--- config.mk ---
export PLATFORM = sky130hd
export DESIGN_NAME = dmem_arbiter
export DESIGN_NICKNAME = d
export VERILOG_FILES = /design/src/rtl/dmem_arb_pkg.sv /design/src/rtl/dmem_rr_pick.sv /design/src/rtl/dmem_arbiter.sv
export SDC_FILE = /design/constraint.sdc
export NUM_CORES = 1
export LEC_CHECK = 0
export ABC_AREA = 1
export CORE_AREA = 2 2 166 168
export DETAILED_ROUTE_END_ITERATION = 7
export DIE_AREA = 0 0 168 170
export PLACE_DENSITY = 0.74
export SETUP_SLACK_MARGIN = 0.5
export SLEW_MARGIN = 20
export SYNTH_ARGS = -nofsm -noshare
export SYNTH_HDL_FRONTEND = slang
export SYNTH_SLANG_ARGS = --single-unit
export TNS_END_PERCENT = 10
--- constraint.sdc ---
create_clock -name clk -period 1.23 [get_ports clk]
set_clock_uncertainty 0.05 [all_clocks]
set_input_delay 0.369 -clock clk [delete_from_list [all_inputs] [get_ports clk]]
set_output_delay 0.369 -clock clk [all_outputs]
set_load 0.01 [all_outputs]
--- src/rtl/dmem_arb_pkg.sv ---
// Shared defaults and FSM state encoding for the data-memory arbiter.
package dmem_arb_pkg;
   localparam int DMEM_ADDR_W = 10;
   localparam int DMEM_DATA_W = 64;

   typedef enum logic [1:0] {
      IDLE   = 2'd0,
      ACCESS = 2'd1,
      DONE   = 2'd2
   } arb_state_e;
endpackage

--- src/rtl/dmem_rr_pick.sv ---
// Two-way round-robin pick: a sole requester wins, a tie goes to the port not granted last.
module dmem_rr_pick (
   input  logic req0,
   input  logic req1,
   input  logic lastGrant,
   output logic grant,
   output logic valid
);
   always_comb begin
      grant = (req0 & req1) ? ~lastGrant : req1;
      valid = req0 | req1;
   end
endmodule

--- src/rtl/dmem_arbiter.sv ---
// Arbitrates two requesters onto one data memory; each transaction is IDLE -> ACCESS -> DONE.
module dmem_arbiter
   import dmem_arb_pkg::*;
#(
   parameter int ADDR_W = DMEM_ADDR_W,
   parameter int DATA_W = DMEM_DATA_W
) (
   input  logic              clk,
   input  logic              rst_n,
   input  logic              req0,
   input  logic              we0,
   input  logic [ADDR_W-1:0] addr0,
   input  logic [DATA_W-1:0] wdata0,
   input  logic              req1,
   input  logic              we1,
   input  logic [ADDR_W-1:0] addr1,
   input  logic [DATA_W-1:0] wdata1,
   output logic              ack0,
   output logic              ack1,
   output logic [DATA_W-1:0] rdata0,
   output logic [DATA_W-1:0] rdata1,
   output logic [ADDR_W-1:0] memAddr,
   output logic [DATA_W-1:0] memWriteData,
   output logic              memWrite,
   output logic              memRead,
   input  logic [DATA_W-1:0] memReadData,
   output logic              busy
);
   arb_state_e        state_q, state_d;
   logic              last_grant_q, last_grant_d;
   logic              hold_port_q, hold_port_d;
   logic              hold_we_q, hold_we_d;
   logic [ADDR_W-1:0] mem_addr_q, mem_addr_d;
   logic [DATA_W-1:0] mem_wdata_q, mem_wdata_d;
   logic              mem_write_q, mem_write_d;
   logic              mem_read_q, mem_read_d;
   logic [DATA_W-1:0] rdata0_q, rdata0_d;
   logic [DATA_W-1:0] rdata1_q, rdata1_d;
   logic              ack0_q, ack0_d;
   logic              ack1_q, ack1_d;
   logic              busy_q, busy_d;
   logic              pick_grant;
   logic              pick_valid;
   logic              sel_we;

   dmem_rr_pick u_pick (
      .req0      (req0),
      .req1      (req1),
      .lastGrant (last_grant_q),
      .grant     (pick_grant),
      .valid     (pick_valid)
   );

   assign sel_we = pick_grant ? we1 : we0;

   always_comb begin
      state_d      = state_q;
      last_grant_d = last_grant_q;
      hold_port_d  = hold_port_q;
      hold_we_d    = hold_we_q;
      mem_addr_d   = mem_addr_q;
      mem_wdata_d  = mem_wdata_q;
      mem_write_d  = mem_write_q;
      mem_read_d   = mem_read_q;
      rdata0_d     = rdata0_q;
      rdata1_d     = rdata1_q;
      ack0_d       = ack0_q;
      ack1_d       = ack1_q;
      busy_d       = busy_q;
      case (state_q)
         IDLE: begin
            if (pick_valid) begin
               // The mem address/data registers double as the holding registers.
               state_d      = ACCESS;
               last_grant_d = pick_grant;
               hold_port_d  = pick_grant;
               hold_we_d    = sel_we;
               mem_addr_d   = pick_grant ? addr1 : addr0;
               mem_wdata_d  = pick_grant ? wdata1 : wdata0;
               mem_write_d  = sel_we;
               mem_read_d   = ~sel_we;
               busy_d       = 1'b1;
            end
         end
         ACCESS: begin
            state_d     = DONE;
            mem_addr_d  = '0;
            mem_wdata_d = '0;
            mem_write_d = 1'b0;
            mem_read_d  = 1'b0;
            if (!hold_we_q) begin
               if (hold_port_q) rdata1_d = memReadData;
               else             rdata0_d = memReadData;
            end
            ack0_d = ~hold_port_q;
            ack1_d = hold_port_q;
         end
         DONE: begin
            state_d = IDLE;
            ack0_d  = 1'b0;
            ack1_d  = 1'b0;
            busy_d  = 1'b0;
         end
         default: begin
            state_d     = IDLE;
            mem_addr_d  = '0;
            mem_wdata_d = '0;
            mem_write_d = 1'b0;
            mem_read_d  = 1'b0;
            ack0_d      = 1'b0;
            ack1_d      = 1'b0;
            busy_d      = 1'b0;
         end
      endcase
   end

   // lastGrant resets to 1 so port 0 wins the first tie.
   always_ff @(posedge clk or negedge rst_n) begin
      if (!rst_n) begin
         state_q      <= IDLE;
         last_grant_q <= 1'b1;
         hold_port_q  <= 1'b0;
         hold_we_q    <= 1'b0;
         mem_addr_q   <= '0;
         mem_wdata_q  <= '0;
         mem_write_q  <= 1'b0;
         mem_read_q   <= 1'b0;
         rdata0_q     <= '0;
         rdata1_q     <= '0;
         ack0_q       <= 1'b0;
         ack1_q       <= 1'b0;
         busy_q       <= 1'b0;
      end else begin
         state_q      <= state_d;
         last_grant_q <= last_grant_d;
         hold_port_q  <= hold_port_d;
         hold_we_q    <= hold_we_d;
         mem_addr_q   <= mem_addr_d;
         mem_wdata_q  <= mem_wdata_d;
         mem_write_q  <= mem_write_d;
         mem_read_q   <= mem_read_d;
         rdata0_q     <= rdata0_d;
         rdata1_q     <= rdata1_d;
         ack0_q       <= ack0_d;
         ack1_q       <= ack1_d;
         busy_q       <= busy_d;
      end
   end

   assign ack0         = ack0_q;
   assign ack1         = ack1_q;
   assign rdata0       = rdata0_q;
   assign rdata1       = rdata1_q;
   assign memAddr      = mem_addr_q;
   assign memWriteData = mem_wdata_q;
   assign memWrite     = mem_write_q;
   assign memRead      = mem_read_q;
   assign busy         = busy_q;
endmodule
== Yosys cells after proc, flatten, opt, wreduce, memory -nomap -nowiden ==
Index checks and enable logic that the tools add are counted.

* Equal/unequal tests: 3
* Muxes and demuxes: 18
* Bitwise gates (word level): 8
* Reductions and logical operators: 6

{| class="wikitable"
|+ Operators with widths
! cell !! count
|-
| 64-bit two-way mux || 2
|-
| 64-bit one-hot mux with 2 select lines || 1
|-
| 10-bit two-way mux || 2
|-
| 10-bit one-hot mux with 2 select lines || 1
|-
| 1-bit one-hot mux with 2 select lines || 5
|-
| 1-bit NOT || 6
|-
| 2-bit AND reduction || 3
|-
| 3-bit AND reduction || 2
|-
| 1-bit two-way mux || 5
|-
| 2-bit one-hot mux with 2 select lines || 1
|-
| 2-bit by 1-bit == test with 1-bit output, second input constant || 1
|-
| 2-bit == test, second input constant || 1
|-
| 2-bit logical NOT || 1
|-
| 2-bit two-way mux || 1
|-
| 2-bit != test, second input constant || 1
|-
| 1-bit AND || 1
|-
| 1-bit bitwise OR || 1
|}

* Bits in registers: 212

== Logic depth before layout (Yosys ltp) ==
* Word-level depth: 6
* Depth in mapped cells: 7
* Gate-level depth less buffers: 6

== Hierarchy ==
From an unflattened synthesis, not the netlist that was laid out.

* Cells, all modules: 1154
* Area, all modules: 9153.8 um2

{| class="wikitable"
|+ Modules (own cells, without submodules)
! module !! instances !! cells each !! area an instance (um2)
|-
| dmem_arbiter || 1 || 1151 || 9138.8
|-
| dmem_rr_pick || 1 || 3 || 15.0
|}

== Worst setup path after synthesis ==
No wires, ideal clock.

* Path type: reg-to-reg
* From: reg last_grant_q
* To: reg mem_wdata_q[11] (netlist: memWriteData[11])
* Setup time: 117 ps
* Arrival: 1186 ps
* Data required time: 1063 ps
* Path slack: -124 ps
* Cell stages (with the launch flop): 8
* Buffers on the path: 2
* Period minus slack after synthesis: 1354 ps
* Path through: dfstp_2 nand2_1 nand2_1 buf_4 buf_2 nand2_1 nand3_1 nand2_1

* Cells in the longest elaborated chain, start to end: 5

{| class="wikitable"
|+ RTL lines
! element !! RTL line !! RTL
|-
| start, declared || dmem_arbiter.sv:30 || <nowiki>logic last_grant_q, last_grant_d;</nowiki>
|-
| start signal, assigned || dmem_arbiter.sv:135 || <nowiki>last_grant_q <= last_grant_d;</nowiki>
|-
| 1-bit NOT || dmem_rr_pick.sv:10 || <nowiki>grant = (req0 & req1) ? ~lastGrant : req1;</nowiki>
|-
| 1-bit two-way mux || dmem_rr_pick.sv:10 ||
|-
| 64-bit two-way mux || dmem_arbiter.sv:79 || <nowiki>mem_wdata_d = pick_grant ? wdata1 : wdata0;</nowiki>
|-
| 64-bit two-way mux || dmem_arbiter.sv:72 || <nowiki>if (pick_valid) begin</nowiki>
|-
| 64-bit one-hot mux with 2 select lines || dmem_arbiter.sv:70 || <nowiki>case (state_q)</nowiki>
|-
| end signal, assigned || dmem_arbiter.sv:139 || <nowiki>mem_wdata_q <= mem_wdata_d;</nowiki>
|-
| end, declared || dmem_arbiter.sv:34 || <nowiki>logic [DATA_W-1:0] mem_wdata_q, mem_wdata_d;</nowiki>
|}

Every way passes these cells. The select of a mux whose other input is x is not followed.
A chain may end at the register's enable or synchronous reset.

== Worst setup path in the final report ==
* From: reg rdata0_q[60] (netlist: rdata0[60])
* To: out rdata0[60]

{| class="wikitable"
|+ RTL lines
! element !! RTL line !! RTL
|-
| start, declared || dmem_arbiter.sv:37 || <nowiki>logic [DATA_W-1:0] rdata0_q, rdata0_d;</nowiki>
|-
| start signal, assigned || dmem_arbiter.sv:142 || <nowiki>rdata0_q <= rdata0_d;</nowiki>
|-
| end, declared || dmem_arbiter.sv:20 || <nowiki>output logic [DATA_W-1:0] rdata0,</nowiki>
|}

No word-level cell between the ends.

==> impl_metrics.toml <==
[worst_setup_path]
cp_top_family = "flip-flops"
crit_required_ns = 0.81
rr_startpoint = "state_q[0]$_DFFE_PN0P_"
cp_data_arrival_time_ns = 1.10
crit_type = "flop to primary output"
r2r_end = "rdata1[6]$_DFFE_PN0P_"
crit_fanout = 2
path_cells = "buf_2"
reg2regPathDepth = 6
endpoint_kind = "primary output"
cpMaxStageDelayCell = "dfrtp_1"
crit_path_max_incr_delay_ns = 0.41
startpoint_type = "flop"
rrSetupSlack_ns = -0.11
path_buf_inv = 1

[clocking]
max-clock-path-buffers = 3
numCtsBuffers = 24
clock-sinks = 212
cts_tree = "done"
root_buffer = "clkbuf_16"
path_clk_slew_ns = 0.06
htree_levels = 1
clk_latency_ns = 0.51

[timing]
hold-worst-slack_ns = -0.262
fin_crit_ns = 1.52
worst-slew-pin-transition_ns = 0.397
timing.setup.tns_ns = -54.66
final.setup.worst_slack_ns = -0.287
slew_headroom = 0.736
drv_slew = 0
max_freq_mhz = 659
final-setup-viol-count = 352
period_share = 1.23
hold_viol_final = 20
grt_setup_unrepaired = "true"

[synthesis]
synth-simple-area-share = 0.243
syn_area_um2 = 9470
seq_area_frac_synth = 0.560
syn_inst = 1168
synth_fa_ha_area_frac = 0
ys_ff_latch = 212
synth_compound_area_frac = 0.0691
synth_mux_area_frac = 0
synth_xor_area_frac = 0
synth_top_family_by_area = "simple AND/OR/NAND/NOR gates"
syn_nets = 1386
syn_area_per_cell_um2 = 8.11
ys_warn_count = 0
synth_cell_types = 17

[power]
switching_share = 0.365
p_leak_nw = 8.52
seqPwrFrac = 0.333
peakVddDrop_mv = 1.26
switching_power_mw = 13.5
p_per_area_nw_per_um2 = 2370
clockPowerShare = 0.199
p_comb_frac = 0.468
internal_power_mw = 23.6

[route]
wl_per_cell_um = 15.7
drt-vias-per-instance = 4.75
drt_wl_total_um = 32000
ant_nets = 0
vias = 9636
drtPass1Iterations = 5
drc = 0
drt_iter0_markers = 657

[outcome]
status = "finished with violations"
violations = "hold timing, setup timing"

[grt]
first_global_vias = 9664
antenna_found_initial = 1
track_usage = 0.217
grt_pass1_wl_um = 50300
grt_max_degree = 78
gr-total-overflow = 0

[die]
start_util = 0.355
coreArea_um2 = 26700
die_area_um2 = 28600
die_h_um = 170
die_w_um = 168
rows = 60
io_pins = 425

[final_layout]
n_fill_cell = 2314
fin_util = 0.587
drive_above_1_share = 0.236
fin_area_um2 = 15600
final_cell_mix = "nand2_1 (288), nand3_1 (229), inv_1 (215), clkdlybuf4s50_1 (214), dfrtp_1 (211)"
synthToLayoutAreaGrowth_pct = 65.1
nets = 1888
layout_commonest_cell = "nand2_1"

[placement]
hpwlAfterDp_um = 23100
gp_congestion = 0.834
io_buffers = 424
dpl_cell_area_um2 = 14800
dp_slack_ns = -0.641

[job]
maxCapViolations = 0

[worst_hold_path]
hold_class = "input pin to asynchronous set/reset pin"
==> cell families (layout without fill, tap and decap cells) <==
group,after synthesis,after routing
DFF,212,212
buffers and inverters,295,815
AOI/OAI and AO/OA,130,130
other,0,1
and+or+nand+nor,531,531
==> per-stage QoR <==
step	cells	power, mW
global placement	1948	29.3
finish	2030	37.1
detailed placement	1948	29.7
CTS	2018	36.5
global route	2030	39.5
floorplan	1168	19.0
==> registers in the layout, summed over array words and instances (netlist names) <==
signal	count
memAddr	10
ack1	1
busy	1
memWriteData	64
last_grant_q	1
hold_port_q	1
state_q	2
rdata1	64
memWrite	1
memRead	1
hold_we_q	1
ack0	1
rdata0	64
==> worst reg2reg max path: cells and delay by family (launching register included) <==
family / cells / cell delay [ns]
AO/OA/AOI/OAI: 1 / 0.12
buffers and inverters: 2 / 0.39
flip-flops: 1 / 0.37
AND/OR/NAND/NOR: 3 / 0.35
==> cell usage after synthesis <==
master | number | area, µm²
nor2_1 | 3 | 11.3
dfrtp_1 | 211 | 5280
dfstp_2 | 1 | 26.3
buf_4 | 13 | 97.6
inv_2 | 2 | 7.51
o21ai_2 | 1 | 8.76
buf_6 | 1 | 11.3
o21ai_0 | 69 | 345
nand4_1 | 1 | 6.26
clkbuf_1 | 22 | 82.6
nand3_1 | 230 | 1150
o21ai_1 | 60 | 300
nand2_1 | 295 | 1110
buf_2 | 39 | 195
inv_1 | 216 | 811
buf_1 | 2 | 7.51
nor2_4 | 2 | 22.5
==> cell type report <==
cell class,count,area (µm²),share of cell area
tap,341,427,0.0273
clock inverter,16,178,0.0114
clock buffer,28,646,0.0413
sequential,212,5310,0.339
antenna,1,2.50,0.000160
timing repair buffer,553,5240,0.335
multi-input combinational,661,3020,0.193
inverter,218,818,0.0523
==> worst max path at each step <==
| stage | from | to | slack (ns) | cells after the start |
|---|---|---|---|---|
| after CTS | rdata0[60]$_DFFE_PN0P_ | rdata0[60] | -0.31 | 1 |
| after floorplan | last_grant_q$_DFFE_PN1P_ | memWriteData[1]$_DFFE_PN0P_ | 0.008 | 7 |
| after detailed placement | req0 | memWriteData[53]$_DFFE_PN0P_ | -0.64 | 6 |
| final | rdata0[60]$_DFFE_PN0P_ | rdata0[60] | -0.29 | 1 |
| after global placement | req0 | memWriteData[53]$_DFFE_PN0P_ | -0.58 | 6 |
| after global routing | rdata0[60]$_DFFE_PN0P_ | rdata0[60] | -0.31 | 1 |
==> layer usage <==
layer	vias to the layer above	global-route usage	wire, µm
li1	4631	-	-
met5	-	0	0
met4	0	0.105	1720
met2	396	0.368	15600
met3	102	0.0507	2460
met1	4507	0.262	12200
==> power by group through the flow <==
stage	clock, mW	combinational [mW]	sequential [mW]
2_1_floorplan	0	5.58	13.4
3_3_place_gp	0	17.3	12.0
3_5_place_dp	0	17.6	12.1
4_1_cts	7.55	16.7	12.2
5_1_grt	7.84	18.9	12.7
6_report	7.38	17.4	12.4
==> timing repair <==
| action | 4_1_cts | 5_1_grt |
|---|---|---|
| gates cloned | 0 | 0 |
| gates resized for setup | 924 | 45 |
| setup buffers | 26 | 11 |
| setup endpoints to repair | 419 | 419 |
| pin swaps | 0 | 3 |
| endpoints found under the hold margin | 20 | 20 |
(Power assumes the default switching activity.)
==> RTL change 1, RTL diff (same flow settings) <==
The 3 states of `arb_state_e` get a one-hot encoding in 3 bits.
--- a/src/rtl/dmem_arb_pkg.sv
+++ b/src/rtl/dmem_arb_pkg.sv
@@ -3,10 +3,10 @@
    localparam int DMEM_ADDR_W = 10;
    localparam int DMEM_DATA_W = 64;
 
-   typedef enum logic [1:0] {
-      IDLE   = 2'd0,
-      ACCESS = 2'd1,
-      DONE   = 2'd2
+   typedef enum logic [2:0] {
+      IDLE   = 3'b001,
+      ACCESS = 3'b010,
+      DONE   = 3'b100
    } arb_state_e;
 endpackage
 
Function: same outputs for any inputs over 4 cycles, from zero or initial values and one cycle with rst_n low; so few cycles prove little.
==> RTL change 1 against the original RTL <==
  * The flow still finishes with violations (hold timing, setup timing)
  * Maximum frequency up 1.2%
  * Global-route usage up 0.78 points
  * Total power up 4.2%
  * Cell count down 0.84%
  * Count of clock-buffer cells in the layout up 8
  * Area after synthesis up 1.6%
  * Sequential cell count up 1
  * Wire length up 8.5%
  * Setup slack better by 18 ps
  * Cell area up 1.4%
  * Critical path type is now reg2reg
  * Largest power group unchanged
  * Highest routed layer is now met5
==> RTL change 1: results (changes against the original RTL) <==
stage	metric	value	unit	change
routing	wirelength	34700	µm	+8.5%
worst_setup_path	slowest_delay	540	ps	+130 ps
worst_setup_path	cp_slowest_cell	dfstp_2		
grt	grt_use_total	22.5	%	+0.78 points
finish	nMultiInputCombCells	791		+20%
synth	synth_commonest_cells	nand2_1 (494), dfrtp_1 (211), nand3_1 (208)		
routing	drt_iter0_drc	751		+14%
pwr	p_comb_share	48.3	%	+1.5 points
routing	vias	9945		+3.2%
sta	hold_viol	85		+330%
synth	synthTopCellsByArea	dfrtp_1 (55%), nand2_1 (19%), nand3_1 (11%)		
pwr	irDropWorstVdd	0.000999	V	-20%
finish	nNonClkBuffers	544		-1.6%
run_status	status	finished, violations left		
finish	final_util	59.5	%	+0.82 points
placement	gp_congestion	0.881		+5.6%
pwr	powerDensity	2440	mW/mm²	+2.8%
pwr	p_leak	8.30	nW	-2.6%
finish	seq_area_share	33.6	%	-0.30 points
grt	grt_max_degree	46		-41%
finish	num_antenna_cells	0		-1
pwr	p_int	24.2	mW	+2.7%
finish	multi_input_area	0.00372	mm²	+23%
sta	hold_ws	-311	ps	-49.9 ps
synth	synth_nets	1383		-0.22%
routing	wl_per_cell	17.2	µm	+9.4%
sta	finalSetupViolations	416		+18%
grt	antenna_found_initial	2		+1
worst_setup_path	path_max_fanout	10		+8
finish	drive_gt1_share	24.5	%	+0.88 points
pwr	p_clk_share	19.2	%	-0.7 points
finish	fill_cells	2246		-2.9%
worst_setup_path	worstSetupStartpoint	state_q[0]		
run_status	violations	hold timing, setup timing		
finish	clockNetworkAreaShare	5.19	%	-0.072 points
placement	post-dp-hpwl	23700	µm	+2.5%
sta	fin_ws	-269	ps	+18.1 ps
placement	place_ws	-569	ps	+72.0 ps
finish	inv_count	80		-63%
RTL change 1: what timing repair did:
item,4_1_cts,5_1_grt
endpoints found under the setup margin,420,420
endpoints found under the hold margin,98,17
gates cloned,0,10
pin swaps,0,27
setup buffers,28,5
resized for setup,909,56
RTL change 1: worst register-to-register path: cells and delay by family (launching register included):
family        cells  cell delay (ps)
buf+inv           3              460
simple gates      4              390
flops             1              540
RTL change 1: metal layers:
metal | up-vias | wire length (µm) | GRT usage [%] | part of all wire [%]
li1 | 4649 | - | - | -
met1 | 4762 | 13300 | 27.0 | 38
met2 | 467 | 17000 | 39.2 | 49
met3 | 63 | 3360 | 6.44 | 9.7
met4 | 4 | 981 | 6.84 | 2.8
met5 | - | 27 | 0 | 0.078
RTL change 1: kinds of logic (layout without fill, tap and decap cells):
group                  Yosys count  after routing  share of synthesized area [%]
and+or+nand+nor                788            788                           36.8
DFF                            213            213                           55.4
buffers and inverters          161            668                           7.62
AOI/OAI and AO/OA                3              3                          0.156
==> RTL change 2, RTL diff (config.mk and constraints unchanged) <==
Made on the original files. Set the package constant `DMEM_DATA_W` to 60 (it was 64).
--- a/src/rtl/dmem_arb_pkg.sv
+++ b/src/rtl/dmem_arb_pkg.sv
@@ -1,7 +1,7 @@
 // Shared defaults and FSM state encoding for the data-memory arbiter.
 package dmem_arb_pkg;
    localparam int DMEM_ADDR_W = 10;
-   localparam int DMEM_DATA_W = 64;
+   localparam int DMEM_DATA_W = 60;
 
    typedef enum logic [1:0] {
       IDLE   = 2'd0,
Interface: changed (6 resized); port bits go from 425 to 401. No check against the original RTL was run, so the function may have changed too.
==> RTL change 2 against the original RTL <==
  * The run still ends with hold timing, setup timing left
  * Total power is 8.5% lower
  * Register-to-register slack worse by 50 ps
  * Via count is 5.9% lower
  * Setup slack better by 73 ps
  * Sequential cell count is 12 lower
  * Area after synthesis is 5.9% lower
  * Wire length is 2.7% lower
  * Cell area is 6.1% lower
==> RTL change 2: results (changes against the original RTL) <==
stage	metric	value	unit	change
sta	hold_ws	-221	ps	+40.7 ps
synth	synthTopCellsByArea	dfrtp_1 (56%), nand3_1 (12%), nand2_1 (12%)		
routing	drt_iter0_drc	572		-13%
clock_network	path_clk_slew	90	ps	+30 ps
worst_setup_path	timing.rr.end	rdata0[49]		
synth	yosysSeqAreaShare	56.2	%	+0.17 points
grt	grt_pass1_wl	47400	µm	-5.7%
pwr	irDropWorstVdd	0.000914	V	-27%
run_status	violations	hold timing, setup timing		
sta	hold_viol	17		-15%
clock_network	postCtsSetupBuffers	37		+42%
placement	place_ws	-599	ps	+42.4 ps
placement	post-dp-hpwl	21600	µm	-6.5%
synth	synth_cell_types	16		-1
run_status	status	finished, violations left		
routing	met2_wirelength	15300	µm	-1.5%
placement	place_inst	1844		-5.3%
grt	grt_max_degree	58		-26%
sta	fin_ws	-215	ps	+72.5 ps
routing	m1WireLength	12400	µm	+1.6%
routing	firstDrtPassIters	6		+1
worst_setup_path	rr_startpoint	state_q[1]		
sta	finalSetupViolations	386		+9.7%
sta	setup_tns	-43180	ps	+11480 ps
grt	grt_use_total	20.8	%	-0.92 points
pwr	p_leak	7.98	nW	-6.3%
routing	wl_per_cell	16.1	µm	+2.0%
placement	gp_congestion	0.836		+0.22%
clock_network	cts_max_level	4		+3
finish	stdcell_count	1937		-4.6%
clock_network	clock_latency	430	ps	-80 ps
sta	worst_pin_slew	330	ps	-66.9 ps
synth	synth_nets	1309		-5.6%
placement	placed_area	0.0138	mm²	-6.9%
synth	syn_area_per_cell	8.08	µm²	-0.40%
clock_network	ctsResizeCount	865		-6.4%
RTL change 2: power breakdown:
part / total [mW] / internal [mW] / switching (mW)
Clock: 5.71 / 2.77 / 2.94
Combinational: 16.6 / 8.36 / 8.25
Sequential: 11.6 / 9.64 / 2.01
Total: 34.0 / 20.8 / 13.2
RTL change 2: layout make-up:
cell class	instances	area, µm²
Antenna cell	2	5.00
Inverter	206	773
Clock inverter	14	170
Multi-Input combinational cell	626	3000
Tap cell	341	427
Clock buffer	18	429
Timing Repair Buffer	530	4880
Sequential cell	200	5010
Fill cell	2390	12000
RTL change 2: metal layers:
layer	up-vias	track usage, %
met5	-	0
met4	0	7.49
met3	41	6.30
met2	391	35.0
met1	4265	25.3
li1	4371	-
RTL change 2: cell families (layout without fill, tap and decap cells):
family / count (synthesis) / after routing / synth area share, %
AOI/OAI and AO/OA: 122 / 122 / 6.90
buffers and inverters: 278 / 768 / 12.5
DFF: 200 / 200 / 56.2
other: 0 / 2 / 0
and+or+nand+nor: 503 / 504 / 24.4
